`src/rtl/ram_burst_reader_if.sv`:
```
// Signal bundle between ram_burst_reader and its environment: burst request, RAM read port,
// output stream and status. The reader uses the master modport, the environment uses slave.
interface ram_burst_reader_if #(
  parameter int DATA_WIDTH = 8,
  parameter int ADD_WIDTH  = 4
);
  logic                  start;
  logic [ADD_WIDTH-1:0]  base_addr;
  logic [ADD_WIDTH:0]    len;
  logic                  mem_en;
  logic [ADD_WIDTH-1:0]  mem_addr;
  logic [DATA_WIDTH-1:0] mem_rdata;
  logic [DATA_WIDTH-1:0] out_data;
  logic                  out_valid;
  logic                  out_ready;
  logic                  out_last;
  logic                  busy;
  logic                  done;
  logic                  err;

  modport master (
    input  start, base_addr, len, mem_rdata, out_ready,
    output mem_en, mem_addr, out_data, out_valid, out_last, busy, done, err
  );

  modport slave (
    output start, base_addr, len, mem_rdata, out_ready,
    input  mem_en, mem_addr, out_data, out_valid, out_last, busy, done, err
  );
endinterface

```
`src/rtl/ram_burst_reader.sv`:
```
// Burst reader: streams len consecutive words from a 1-cycle-latency RAM through a 2-entry buffer.
// Define RAM_BURST_WRAP_EN to let bursts wrap past the top address; otherwise overruns are rejected.
module ram_burst_reader #(
  parameter int DATA_WIDTH = 8,
  parameter int ADD_WIDTH  = 4
) (
  input logic clk,
  input logic reset,
  ram_burst_reader_if.master bus
);

  localparam logic [1:0] IDLE   = 2'd0;
  localparam logic [1:0] READ   = 2'd1;
  localparam logic [1:0] DRAIN  = 2'd2;
  localparam logic [1:0] FINISH = 2'd3;

  logic [1:0]            state_q, state_d;
  logic [ADD_WIDTH-1:0]  addr_q, addr_d;
  logic [ADD_WIDTH:0]    remaining_q, remaining_d;
  logic                  inflight_q, inflight_last_q;
  logic [DATA_WIDTH-1:0] data0_q, data1_q;
  logic                  last0_q, last1_q;
  logic [1:0]            count_q;
  logic                  err_q;

  logic                  pop;
  logic                  push;
  logic                  issue;
  logic                  issue_last;
  logic                  reject;
  logic [2:0]            occupancy;

  assign pop        = (count_q != 2'd0) && bus.out_ready;
  assign push       = inflight_q;
  assign occupancy  = {1'b0, count_q} + {2'b00, inflight_q};
  // Issue only if the word can still land in the buffer after this cycle's pop.
  assign issue      = (state_q == READ) && (remaining_q != '0) &&
                      (occupancy < (3'd2 + {2'b00, pop}));
  assign issue_last = issue && (remaining_q == {{ADD_WIDTH{1'b0}}, 1'b1});

`ifdef RAM_BURST_WRAP_EN
  assign reject = 1'b0;
`else
  logic [ADD_WIDTH+1:0] end_addr;
  assign end_addr = {2'b00, bus.base_addr} + {1'b0, bus.len};
  assign reject   = end_addr > {2'b01, {ADD_WIDTH{1'b0}}};
`endif

  always_comb begin
    state_d     = state_q;
    addr_d      = addr_q;
    remaining_d = remaining_q;
    unique case (state_q)
      IDLE: begin
        if (bus.start && !reject) begin
          addr_d      = bus.base_addr;
          remaining_d = bus.len;
          state_d     = (bus.len == '0) ? FINISH : READ;
        end
      end
      READ: begin
        if (issue) begin
          addr_d      = addr_q + 1'b1;
          remaining_d = remaining_q - 1'b1;
          if (issue_last) state_d = DRAIN;
        end
      end
      DRAIN: begin
        if (pop && last0_q) state_d = FINISH;
      end
      FINISH: state_d = IDLE;
      default: state_d = IDLE;
    endcase
  end

  always_ff @(posedge clk) begin
    if (!reset) begin
      state_q         <= IDLE;
      addr_q          <= '0;
      remaining_q     <= '0;
      inflight_q      <= 1'b0;
      inflight_last_q <= 1'b0;
      data0_q         <= '0;
      data1_q         <= '0;
      last0_q         <= 1'b0;
      last1_q         <= 1'b0;
      count_q         <= 2'd0;
      err_q           <= 1'b0;
    end else begin
      state_q         <= state_d;
      addr_q          <= addr_d;
      remaining_q     <= remaining_d;
      inflight_q      <= issue;
      inflight_last_q <= issue_last;
      err_q           <= (state_q == IDLE) && bus.start && reject;
      // Entry 0 is the head; returning RAM data lands behind whatever is still buffered.
      case ({push, pop})
        2'b10: begin
          if (count_q == 2'd0) begin
            data0_q <= bus.mem_rdata;
            last0_q <= inflight_last_q;
          end else begin
            data1_q <= bus.mem_rdata;
            last1_q <= inflight_last_q;
          end
          count_q <= count_q + 2'd1;
        end
        2'b01: begin
          data0_q <= data1_q;
          last0_q <= last1_q;
          count_q <= count_q - 2'd1;
        end
        2'b11: begin
          if (count_q == 2'd1) begin
            data0_q <= bus.mem_rdata;
            last0_q <= inflight_last_q;
          end else begin
            data0_q <= data1_q;
            last0_q <= last1_q;
            data1_q <= bus.mem_rdata;
            last1_q <= inflight_last_q;
          end
        end
        default: ;
      endcase
    end
  end

  assign bus.mem_en    = issue;
  assign bus.mem_addr  = issue ? addr_q : '0;
  assign bus.out_data  = data0_q;
  assign bus.out_valid = (count_q != 2'd0);
  assign bus.out_last  = (count_q != 2'd0) && last0_q;
  assign bus.busy      = (state_q == READ) || (state_q == DRAIN);
  assign bus.done      = (state_q == FINISH);
  assign bus.err       = err_q;

endmodule

```
`src/flat_wrapper.sv`:
```
// flat-port wrapper written by rule: the top's interface ports become plain ports
module ram_burst_reader_flat 
#(
  parameter int DATA_WIDTH = 8,
  parameter int ADD_WIDTH  = 4
)
  (clk, reset, bus_start, bus_base_addr, bus_len, bus_mem_rdata, bus_out_ready, bus_mem_en, bus_mem_addr, bus_out_data, bus_out_valid, bus_out_last, bus_busy, bus_done, bus_err);
  ram_burst_reader_if #(.DATA_WIDTH(DATA_WIDTH), .ADD_WIDTH(ADD_WIDTH)) bus_i ();
  input logic clk;
  input logic reset;
  input wire logic [$bits(bus_i.start)-1:0] bus_start;
  input wire logic [$bits(bus_i.base_addr)-1:0] bus_base_addr;
  input wire logic [$bits(bus_i.len)-1:0] bus_len;
  input wire logic [$bits(bus_i.mem_rdata)-1:0] bus_mem_rdata;
  input wire logic [$bits(bus_i.out_ready)-1:0] bus_out_ready;
  output wire logic [$bits(bus_i.mem_en)-1:0] bus_mem_en;
  output wire logic [$bits(bus_i.mem_addr)-1:0] bus_mem_addr;
  output wire logic [$bits(bus_i.out_data)-1:0] bus_out_data;
  output wire logic [$bits(bus_i.out_valid)-1:0] bus_out_valid;
  output wire logic [$bits(bus_i.out_last)-1:0] bus_out_last;
  output wire logic [$bits(bus_i.busy)-1:0] bus_busy;
  output wire logic [$bits(bus_i.done)-1:0] bus_done;
  output wire logic [$bits(bus_i.err)-1:0] bus_err;
  assign bus_i.start = bus_start;
  assign bus_i.base_addr = bus_base_addr;
  assign bus_i.len = bus_len;
  assign bus_i.mem_rdata = bus_mem_rdata;
  assign bus_i.out_ready = bus_out_ready;
  assign bus_mem_en = bus_i.mem_en;
  assign bus_mem_addr = bus_i.mem_addr;
  assign bus_out_data = bus_i.out_data;
  assign bus_out_valid = bus_i.out_valid;
  assign bus_out_last = bus_i.out_last;
  assign bus_busy = bus_i.busy;
  assign bus_done = bus_i.done;
  assign bus_err = bus_i.err;
  ram_burst_reader #(.DATA_WIDTH(DATA_WIDTH), .ADD_WIDTH(ADD_WIDTH)) u_core (.clk(clk), .reset(reset), .bus(bus_i));
endmodule
```
`config.mk`:
```
export PLATFORM = sky130hd
export DESIGN_NAME = ram_burst_reader_flat
export DESIGN_NICKNAME = d
export VERILOG_FILES = /design/src/rtl/ram_burst_reader_if.sv /design/src/rtl/ram_burst_reader.sv /design/src/flat_wrapper.sv
export SDC_FILE = /design/constraint.sdc
export NUM_CORES = 1
export LEC_CHECK = 0
export CAP_MARGIN = 20
export CORE_MARGIN = 4
export CORE_UTILIZATION = 40
export DETAILED_ROUTE_END_ITERATION = 16
export MAX_ROUTING_LAYER = met4
export PLACE_DENSITY_LB_ADDON = 0.05
export SKIP_LAST_GASP = 1
export SLEW_MARGIN = 20
export SYNTH_ARGS = -nofsm -noshare
export SYNTH_HDL_FRONTEND = slang
export SYNTH_SLANG_ARGS = --single-unit
```
`constraint.sdc`:
```
create_clock -name clk -period 3.4 [get_ports clk]
set_input_delay 0.34 -clock clk [delete_from_list [all_inputs] [get_ports clk]]
set_output_delay 0.34 -clock clk [all_outputs]
set_load 0.005 [all_outputs]
```
; ---- Word-level counts from Yosys, hierarchy flattened
; Index checks and enable logic that the tools add are counted.
[totals]
out_inout_bits = 18
word_cells = 85
reg_bits = 34
input_bits = 21
[op_classes]
n_mux = 26
eq_ne = 15
reduce_logical = 24
add_sub_neg = 7
n_lt_le_gt_ge = 2
[op_table]
columns = op, count
row1 = 8-bit 2-to-1 mux, 4
row2 = 8-bit case mux with 3 select lines, 1
row3 = 8-bit case mux with 2 select lines, 1
row4 = 4-bit 2-to-1 mux, 3
row5 = 2-bit 2-to-1 mux, 5
row6 = 5-bit 2-to-1 mux, 2
row7 = "2-bit by 1-bit != test with 1-bit output, second input constant", 5
row8 = 5-bit case mux with 2 select lines, 1
row9 = 1-bit logical AND, 9
row10 = "2-bit equality test, second input constant", 4
row11 = 2-bit case mux with 4 select lines, 1
row12 = 4-bit case mux with 2 select lines, 1
row13 = 2-bit nonzero test, 4
row14 = 4-bit by 5-bit adder with 6-bit output, 1
row15 = "2-bit by 1-bit equality test with 1-bit output, second input constant", 3
row16 = "6-bit by 5-bit greater-than comparator with 1-bit output, second input constant", 1
row17 = 3-bit AND reduction, 2
row18 = "5-bit by 1-bit equality test with 1-bit output, second input constant", 1
row19 = 5-bit zero test, 1
row20 = 5-bit nonzero test, 1
row21 = "5-bit by 1-bit subtractor with 5-bit output, second input constant", 1
row22 = "4-bit by 1-bit adder with 4-bit output, second input constant", 1
row23 = 2-bit zero test, 2
row24 = 1-bit 2-to-1 mux, 4
row25 = other kinds (14), 15

; ---- Longest topological paths before layout
; Gate-level depths: netlist (run 1).
[depth]
word_depth = 9
ltp_mapped = 10
depth_no_buf = 9

; ---- Worst setup path after synthesis (run 1)
; Ideal clock, no wire load.
[synth_timing]
path_kind = input-to-reg
start = input bus_len[0]
end = register u_core.addr_q[0]
t_arrival_ns = 2.450
t_required_ns = 3.304
cell_stages = 10
setup_time_ns = 0.096
setup_slack_ns = 0.854
n_path_buf = 2
cell_sequence = ha_1 -> fa_1 -> or2_2 -> a2111oi_0 -> a31oi_1 -> and3_1 -> buf_2 -> o21a_1 -> buf_6 -> o41ai_2
[synth_between]
elab_chain_len = 6
[synth_lines]
columns = element, line_no
row1 = start: declaration, flat_wrapper.sv:13  ; input wire logic [$bits(bus_i.len)-1:0] bus_len;
row2 = 4-bit by 5-bit adder with 6-bit output, ram_burst_reader.sv:45  ; assign end_addr = {2'b00, bus.base_addr} + {1'b0, bus.len};
row3 = 6-bit by 5-bit greater-than comparator with 1-bit output, ram_burst_reader.sv:46  ; assign reject = end_addr > {2'b01, {ADD_WIDTH{1'b0}}};
row4 = 1-bit zero test, ram_burst_reader.sv:55  ; if (bus.start && !reject) begin
row5 = 1-bit logical AND, ram_burst_reader.sv:55
row6 = 2-bit by 1-bit != test with 1-bit output (no source line), n/a
row7 = 3-bit AND reduction (no source line), n/a
row8 = end signal: assignment, ram_burst_reader.sv:91  ; addr_q <= addr_d;
row9 = end: declaration, ram_burst_reader.sv:18  ; logic [ADD_WIDTH-1:0] addr_q, addr_d;
; No other way between the ends.
; A chain may end at the register's enable or synchronous reset.

; ---- Worst setup path in the final report (run 1)
[layout_timing]
start = register u_core.count_q[0]
end = output bus_mem_addr[0]
[layout_between]
elab_chain_len = 6
word_cells_on_any_way = 7
cone_classes = add/sub (2) / order compare (1) / mux (1) / reduce/logical (3)
[layout_lines]
columns = element, line_no
row1 = start: declaration, ram_burst_reader.sv:23  ; logic [1:0] count_q;
row2 = start signal: assignment, ram_burst_reader.sv:106  ; count_q <= count_q + 2'd1;
row3 = start signal: assignment, ram_burst_reader.sv:111  ; count_q <= count_q - 2'd1;
row4 = 2-bit nonzero test, ram_burst_reader.sv:33  ; assign pop = (count_q != 2'd0) && bus.out_ready;
row5 = 1-bit logical AND, ram_burst_reader.sv:33
row6 = 2-bit by 1-bit adder with 3-bit output, ram_burst_reader.sv:38  ; (occupancy < (3'd2 + {2'b00, pop}));
row7 = 3-bit less-than comparator (*), ram_burst_reader.sv:38
row8 = 1-bit logical AND (*), ram_burst_reader.sv:37  ; assign issue = (state_q == READ) && (remaining_q != '0) &&
row9 = 4-bit 2-to-1 mux (*), ram_burst_reader.sv:130  ; assign bus.mem_addr = issue ? addr_q : '0;
row10 = end: declaration, flat_wrapper.sv:17  ; output wire logic [$bits(bus_i.mem_addr)-1:0] bus_mem_addr;
; Mark *: on every way between the ends. The rest lies on a longest branch, timed or not.

==> impl_results.md, run 1 <==
- Ys async rst share: 0
- Gr busiest metal: met2
- Worst-Skew Late Latency: 280 ps
- Worst-Margin Slew: 1030 ps
- Critical Path Sink Type: output port
- Syn_nets: 285
- Primary FF master, synth: dfxtp_1
- Delay-heaviest family, CP: simple AND/OR/NAND/NOR gates
- Clk sinks: 34
- CTS Hold Bufs: 0
- Fin crit period: 2940 ps
- Skew final: 4.66 ps
- Syn Std Cell Area: 2140 µm²
- Maximum number of pins on one net before global-route repair: 31
- RSZ-0062 raised after global routing: no
- Min-delay worst type: reg2reg
- Setup TNS: 0 ps
- Met3 Usage GRT: 0.0344
- Root Driver: clkbuf_8
- PostCTS Resize Cnt: 0
- Final hold violations: 0
- WL final: 5.03 mm
- Simple logic cell fraction of the synthesized area: 0.202
- Critical path buffers and inverters: 2
- Most frequent cells in the layout: clkdlybuf4s50_1, dfxtp_1, nor2_1
- Post-layout util: 0.513
- Initial antenna violation count: 0
- Antenna fix cells: 0
- Overflow after GRT: 0
- Row cnt: 26
- Hpwl dp: 3.68 mm
- Number of synthesized flops with an enable pin: 0
- Clock input transition at the sequential cells of the worst setup and hold paths: 70 ps
- GR Util met1: 0.243
- Seq/Total Area, Yosys: 0.318
- Synth warnings: 0
- Syn-to-layout area delta: 23.2%
- Worst path slowest cell: clkdlybuf4s50_1
- Postcts setup bufs: 0
- Yosys cell types: 49
- Max_slew headroom: 0.313
- Startpoint Class: flip-flop
- Chip width: 81.2 µm
- Leakage power: 1.01 nW
- Synth Area in Compound Gates: 0.227
- Net Switching: 685 µW
- Number of max-cap violations: 0
- Filler Cells Inserted: 524
- Peak VDD IR: 335 µV
- Die Y: 81.2 µm
- Vias in the first global route: 1757
- WP data arrival: 2600 ps
- Worst Setup Path Type: reg2out
- Commonest non-fill, non-tap cell in the layout: clkdlybuf4s50_1
- Drt first pass iters: 4
- Average wire per standard cell: 14.5 µm
- Clock share of power: 0.168
- Adder-cell share of the synthesized area: 0.120
- Clock buffer count from CTS: 5
- # IOs: 39
- Initial Util: 0.417
- GRT met2 Usage: 0.247
- Largest cells by area after synthesis: dfxtp_1, ha_1, mux2i_1
- Via-per-instance ratio: 5.29
- Largest family of logic cells by synthesized area: compound AO/OA/AOI/OAI gates
- Register bit total from synthesis: 34
- Buffers added on ports: 38
- Syn avg cell area: 8.77 µm²
- Residual DRC: 0
- GP Congestion: 0.873
- Status: finished, final reports clean
- H-tree Lvls: 2
- PD cells: 666 nW/µm²
- Max stage delay on crit path: 500 ps
- Layout cells sized above 1: 0.0758
- CTS max path bufs: 2
- Nets: 319
- CP cell instances: inv_1 -> ha_1 -> or3b_4 -> a221oi_4 -> and2_2 -> clkdlybuf4s50_1
- Int Power: 1.07 mW
- CP required: 3060 ps
- Sequential power share: 0.321
- Multiplexer area fraction after synthesis: 0.0608
- Fmax: 340 MHz
- Worst-path maximum fanout: 9
- Gate power share: 0.512
- Post-route antenna net violation count: 0
- First-pass GRT wire length: 8.58 mm
- Initial drt markers: 115
- Total core area: 5140 µm²
- Die area: 6590 µm²
- Synthesized instance count: 244
- Synth area leader: dfxtp_1
- Post-synthesis xor/xnor area fraction: 0.0123
- Via count: 1837
- Max-slew violation count: 0
- Final setup fails: 0
- Synth top area share: 0.318
- Switching Fraction: 0.390
- Final Cycle Share: 0.866
- Gr usage total: 0.174
- CTS tree: yes
## cell families (layout without fill, tap and decap cells)
family,after synthesis,after routing
DFF,34,34
muxes,13,13
AOI/OAI and AO/OA,61,61
xor gates and xnor gates,3,3
and+or+nand+nor,85,85
buffers and inverters,28,61
adders and majority gates,20,20
## layer usage
layer	up-vias	share of wire
li1	951	-
met1	846	0.51
met2	38	0.43
met3	2	0.048
met4	0	0.0079
met5	-	0
## power groups by stage
stage	Sequential (mW)	Clock (mW)	Combinational, mW
after floorplan	0.564	0	0.614
after global placement	0.573	0	0.891
after detailed placement	0.573	0	0.901
after CTS	0.564	0.303	0.905
after global routing	0.577	0.322	1.02
final	0.563	0.294	0.898
## stage by stage
step | hold slack [ps] | std cells | area [µm²] | total power, mW | setup WS, ps
floorplan | 452 | 244 | 2140 | 1.18 | 854
global placement | 469 | 341 | 2550 | 1.46 | 331
finish | 481 | 347 | 2640 | 1.76 | 457
global route | 506 | 347 | 2640 | 1.92 | 283
CTS | 482 | 347 | 2640 | 1.77 | 421
detailed placement | 472 | 341 | 2550 | 1.47 | 289
## Yosys cell counts (2+ instances only)
cell	instances
o2111ai_1	6
buf_6	2
a21oi_1	3
a31oi_1	4
nor2b_1	4
nand3_1	10
nand2_1	15
o21ai_1	2
o31ai_1	7
and2b_1	2
and2_2	4
a21o_1	2
buf_2	3
nand2b_1	7
nor3_1	2
clkbuf_1	6
and2_1	2
a211oi_1	12
o21ai_0	3
and3_1	3
nor2_1	28
a22oi_1	10
o211a_1	2
dfxtp_1	34
o211ai_1	2
inv_1	14
xor2_1	3
mux2i_1	13
ha_1	19
## state kept, by name, summed over array words and instances (netlist names)
signal                  cells
u_core.remaining_q          5
u_core.addr_q               4
u_core.count_q              2
u_core.data1_q              8
u_core.bus.out_data         8
u_core.state_q              2
u_core.last1_q              1
u_core.bus.err              1
u_core.last0_q              1
u_core.inflight_last_q      1
u_core.inflight_q           1
## path summary, 6_finish.rpt
kind / startpoint / cells past startpoint / slack, ps / endpoint
setup reg to reg: u_core.count_q[0] / 8 / 640 / u_core.addr_q[1]
setup / recovery: u_core.count_q[0] / 6 / 460 / bus_mem_addr[0]
hold reg to reg: u_core.remaining_q[1] / 2 / 480 / u_core.remaining_q[1]
hold / removal: u_core.remaining_q[1] / 2 / 480 / u_core.remaining_q[1]
## tightest hold or removal path: stages, from the launching register on
cell and delay (ps):
dfxtp_1 320, nand2_1 60, mux2i_1 50
## layout make-up
class	instances	area, µm²	share of cell area
Clock buffer	6	82.6	0.0313
Inverter	15	56.3	0.0213
Multi-Input combinational cell	182	1340	0.506
Sequential cell	34	681	0.258
Tap cell	70	87.6	0.0332
Timing Repair Buffer	40	395	0.150
No activity file was read; power rests on OpenSTA's default activity.
==> run 2, diff against run 1 <==
Settings changed: CELL_PAD_IN_SITES_DETAIL_PLACEMENT from default to 0, CELL_PAD_IN_SITES_GLOBAL_PLACEMENT from default to 1, CORE_ASPECT_RATIO from default to 1.1, DONT_BUFFER_PORTS from default to 1.
==> impl_results.md, run 2 (same netlist as run 1, synthesis figures left out) <==
- Clk sinks: 34
- Hold path depth: 1
- Die area: 6590 µm²
- Vias in the first global route: 1693
- Switching Fraction: 0.382
- Startpoint Class: flip-flop
- # IOs: 39
- R2r setup slk: 620 ps
- Most frequent cells in the layout: dfxtp_1, nor2_1, ha_1
- GP Congestion: 0.783
- CTS tree: yes
- Initial drt markers: 56
- Average wire per standard cell: 15.7 µm
- Delay-heaviest family, CP: compound AO/OA/AOI/OAI gates
- Crit path depth: 8
- Worst r2r path cells: 8
- Fmax: 359 MHz
- CTS max path bufs: 2
- Overflow after GRT: 0
- Clock buffer count from CTS: 5
- Worst-Skew Late Latency: 280 ps
- Syn-to-layout area delta: 7.77%
- Dpl ws: 628 ps
- Status: finished, final reports clean
- Layout cells sized above 1: 0.0917
- WHS: 205 ps
- Final setup fails: 0
- Peak VDD IR: 263 µV
- Nets: 280
- Worst-Margin Slew: 976 ps
- Via-per-instance ratio: 5.48
- Final Cycle Share: 0.819
- Net Switching: 666 µW
- Commonest non-fill, non-tap cell in the layout: dfxtp_1
- Residual DRC: 0
- Antenna fix cells: 0
- Skew final: 3.20 ps
- Leakage power: 0.895 nW
- Clock share of power: 0.257
- Sequential power share: 0.329
- Max stage delay on crit path: 470 ps
- Post-route antenna net violation count: 0
- Critical path buffers and inverters: 1
- Setup TNS: 0 ps
- Gate power share: 0.414
- Worst Setup Path Type: reg2reg
- Int Power: 1.08 mW
- Hpwl dp: 3.88 mm
- CP required: 3580 ps
- Worst path slowest cell: a221oi_4
- PD cells: 755 nW/µm²
- WL final: 4.90 mm
- Maximum number of pins on one net before global-route repair: 31
- H-tree Lvls: 2
- Final hold violations: 0
- Drt first pass iters: 5
- CTS Hold Bufs: 0
- Buffers added on ports: 0
- Row cnt: 27
- Clock input transition at the sequential cells of the worst setup and hold paths: 70 ps
- Total core area: 5100 µm²
- Postcts setup bufs: 0
- Power Total: 1.74 mW
- RSZ-0062 raised after global routing: no
- Chip width: 77.8 µm
- Critical Path Sink Type: flip-flop
- Worst-path maximum fanout: 9
- Root Driver: clkbuf_8
- Number of max-cap violations: 0
- PostCTS Resize Cnt: 0
- Die Y: 84.7 µm
- Min-delay worst type: in2reg
- Max_slew headroom: 0.349
- CP cell instances: inv_1 -> ha_1 -> or3b_4 -> a221oi_4 -> nand2b_1 -> nand2_2 -> o21a_1 -> o41ai_2
- Max-slew violation count: 0
- Setup ws final: 616 ps
- Via count: 1710
- Initial antenna violation count: 0
- First-pass GRT wire length: 8.22 mm
- Gr usage total: 0.159
- WP data arrival: 2960 ps
- Fin crit period: 2780 ps
- Initial Util: 0.420
## run 2: cell types whose count changed in the layout (fill, tap and decap cells not counted), sizes merged
cell           before  now
buf                 2    1
clkdlybuf4s50      38    0
clkbuf              6    5
clkinv              0    1
bufinv              0    2
## run 2: worst paths after layout
| check | startpoint | endpoint |
|---|---|---|
| worst max-delay path | u_core.count_q[0] | u_core.addr_q[0] |
| worst min-delay path | reset | u_core.inflight_q |
| worst max register to register | u_core.count_q[0] | u_core.addr_q[0] |
| worst min register to register | u_core.remaining_q[1] | u_core.remaining_q[1] |
## run 2: final cells by class
class | count | area [µm²]
Clock inverter | 3 | 68.8
Inverter | 15 | 56.3
Timing Repair Buffer | 1 | 7.51
Sequential cell | 34 | 681
Clock buffer | 5 | 68.8
Tap cell | 72 | 90.1
Multi-Input combinational cell | 182 | 1340
Fill cell | 499 | 2790
## run 2: power groups by stage
stage | sequential [mW] | combinational (mW) | clock, mW
2_1_floorplan | 0.564 | 0.614 | 0
3_3_place_gp | 0.581 | 0.704 | 0
3_5_place_dp | 0.585 | 0.720 | 0
4_1_cts | 0.575 | 0.723 | 0.459
5_1_grt | 0.588 | 0.803 | 0.480
6_report | 0.573 | 0.721 | 0.448
## run 2: worst register-to-register path, delay by kind of cell (launching register included)
family | cells | cell delay, ps
DFF | 1 | 400
and+or+nand+nor | 3 | 830
adders and majority gates | 1 | 250
AOI/OAI and AO/OA | 3 | 1140
buffers and inverters | 1 | 70
## run 2: metrics by stage
stage,area (µm²),std cells,util
2_1_floorplan,2140,244,-
3_3_place_gp,2170,304,0.425
3_5_place_dp,2170,304,0.425
4_1_cts,2300,312,0.452
5_1_grt,2310,312,0.452
6_report,2310,312,0.452
## run 2: layer usage
metal,wire [µm],share of wire,vias to the layer above,track usage
li1,-,-,869,-
met1,2110,0.43,790,0.190
met2,2430,0.50,49,0.259
met3,336,0.069,2,0.0472
met4,27,0.0055,0,0.0437
met5,0,0,-,-
==> run 3, diff against run 2 <==
Clock period 3.4 ns to 2.27 ns, I/O delays scaled along.
==> impl_results.md, run 3 (same netlist as run 1, synthesis figures left out) <==
- Status: finished, final reports clean
- Maximum number of pins on one net before global-route repair: 23
- Worst-Skew Late Latency: 290 ps
- WHS: 81.9 ps
- Critical Path Sink Type: flip-flop
- PD cells: 1090 nW/µm²
- Initial antenna violation count: 0
- Initial drt markers: 58
- Overflow after GRT: 0
- Gr usage total: 0.160
- Via count: 1800
- Worst-path maximum fanout: 7
- Max-slew violation count: 0
- Dpl ws: -40.8 ps
- Clock buffer count from CTS: 5
- Buffers added on ports: 0
- Worst Setup Path Type: reg2reg
- Average wire per standard cell: 16.2 µm
- Die Y: 84.7 µm
- Chip width: 77.8 µm
- WL final: 5.25 mm
- GR Util met1: 0.172
- Met3 Usage GRT: 0.0547
- Cell area after layout: 2500 µm²
- Clock input transition at the sequential cells of the worst setup and hold paths: 80 ps
- Die area: 6590 µm²
- Initial Util: 0.420
- Drt first pass iters: 4
- Fmax: 452 MHz
- Leakage power: 0.960 nW
- Postcts setup bufs: 0
- Final Cycle Share: 0.974
- Number of max-cap violations: 0
- Dpl cell area: 2290 µm²
- # IOs: 39
- CTS max path bufs: 2
- Layout cells sized above 1: 0.202
- Final hold violations: 0
- RSZ-0062 raised after global routing: yes
- Final setup fails: 0
- Vias in the first global route: 1751
- GP Congestion: 0.813
- Antenna fix cells: 0
- Max_slew headroom: 0.679
- Power Total: 2.72 mW
- Peak VDD IR: 359 µV
- CTS tree: yes
- Clk sinks: 34
- CTS Hold Bufs: 0
- Setup ws final: 59.8 ps
- Commonest non-fill, non-tap cell in the layout: dfxtp_1
- Hpwl dp: 4.03 mm
- Most frequent cells in the layout: dfxtp_1, nor2_1, ha_1
- WP data arrival: 2380 ps
- Root Driver: clkbuf_8
- H-tree Lvls: 2
- Residual DRC: 0
- Nets: 292
- Startpoint Class: flip-flop
- Min-delay worst type: in2reg
- GRT met2 Usage: 0.276
- Fin crit period: 2210 ps
- Post-route antenna net violation count: 0
- CP required: 2440 ps
- Total core area: 5100 µm²
- Syn-to-layout area delta: 16.8%
- Gr busiest metal: met2
- Worst-Margin Slew: 480 ps
- First-pass GRT wire length: 8.30 mm
- Via-per-instance ratio: 5.56
- Skew final: 7.51 ps
- Row cnt: 27
run 3: changes by cell type in the layout (fill, tap and decap cells not counted), sizes merged:
cell      before  now
buf            1   13
clkinvlp       0    2
clkinv         1    0
bufinv         2    1
run 3: critical path, cell delays in order, from the launching register on:
cell       delay [ps]
dfxtp_4           390
inv_4              40
ha_4              150
or3b_4            410
a221oi_4          360
nand2b_4          200
buf_6             130
nand3_2            70
o2111ai_2         230
o41ai_4           110
run 3: repair_timing:
item	4_1_cts	5_1_grt
resized for setup	1	19
hold endpoints to repair	0	0
setup endpoints to repair	3	10
pin swaps	0	6
run 3: final timing paths:
kind,startpoint,to,slack (ps),cells past startpoint
setup / recovery,u_core.count_q[0],u_core.addr_q[0],60,9
hold / removal,reset,u_core.bus.err,80,1
setup reg to reg,u_core.count_q[0],u_core.addr_q[0],60,9
hold reg to reg,u_core.remaining_q[1],u_core.remaining_q[1],490,2
run 3: layer usage:
metal	share of wire	wire, µm
met2	0.52	2730
met1	0.41	2170
met3	0.059	310
met5	0	0
met4	0.0072	38
run 3: final cells by class:
class	instances	area, µm²
fillers	518	2600
multi-input cells	182	1430
flip-flops and latches	34	687
repair buffers	13	118
well taps	72	90.1
clock buffers	5	68.8
inverters	15	58.8
clock inverters	3	45.0
run 3: power by group:
group          switching, mW  total, mW  internal [mW]
Combinational          0.717       1.27          0.554
Sequential             0.128      0.882          0.754
Clock                  0.241      0.567          0.327
run 3: through the flow:
step | cells | utilization | setup TNS, ps
final | 324 | 0.490 | 0
after global routing | 324 | 0.490 | -41.0
after CTS | 324 | 0.471 | 0
after detailed placement | 316 | 0.449 | -89.5
after global placement | 316 | 0.449 | 0
after floorplan | 244 | - | -51.9
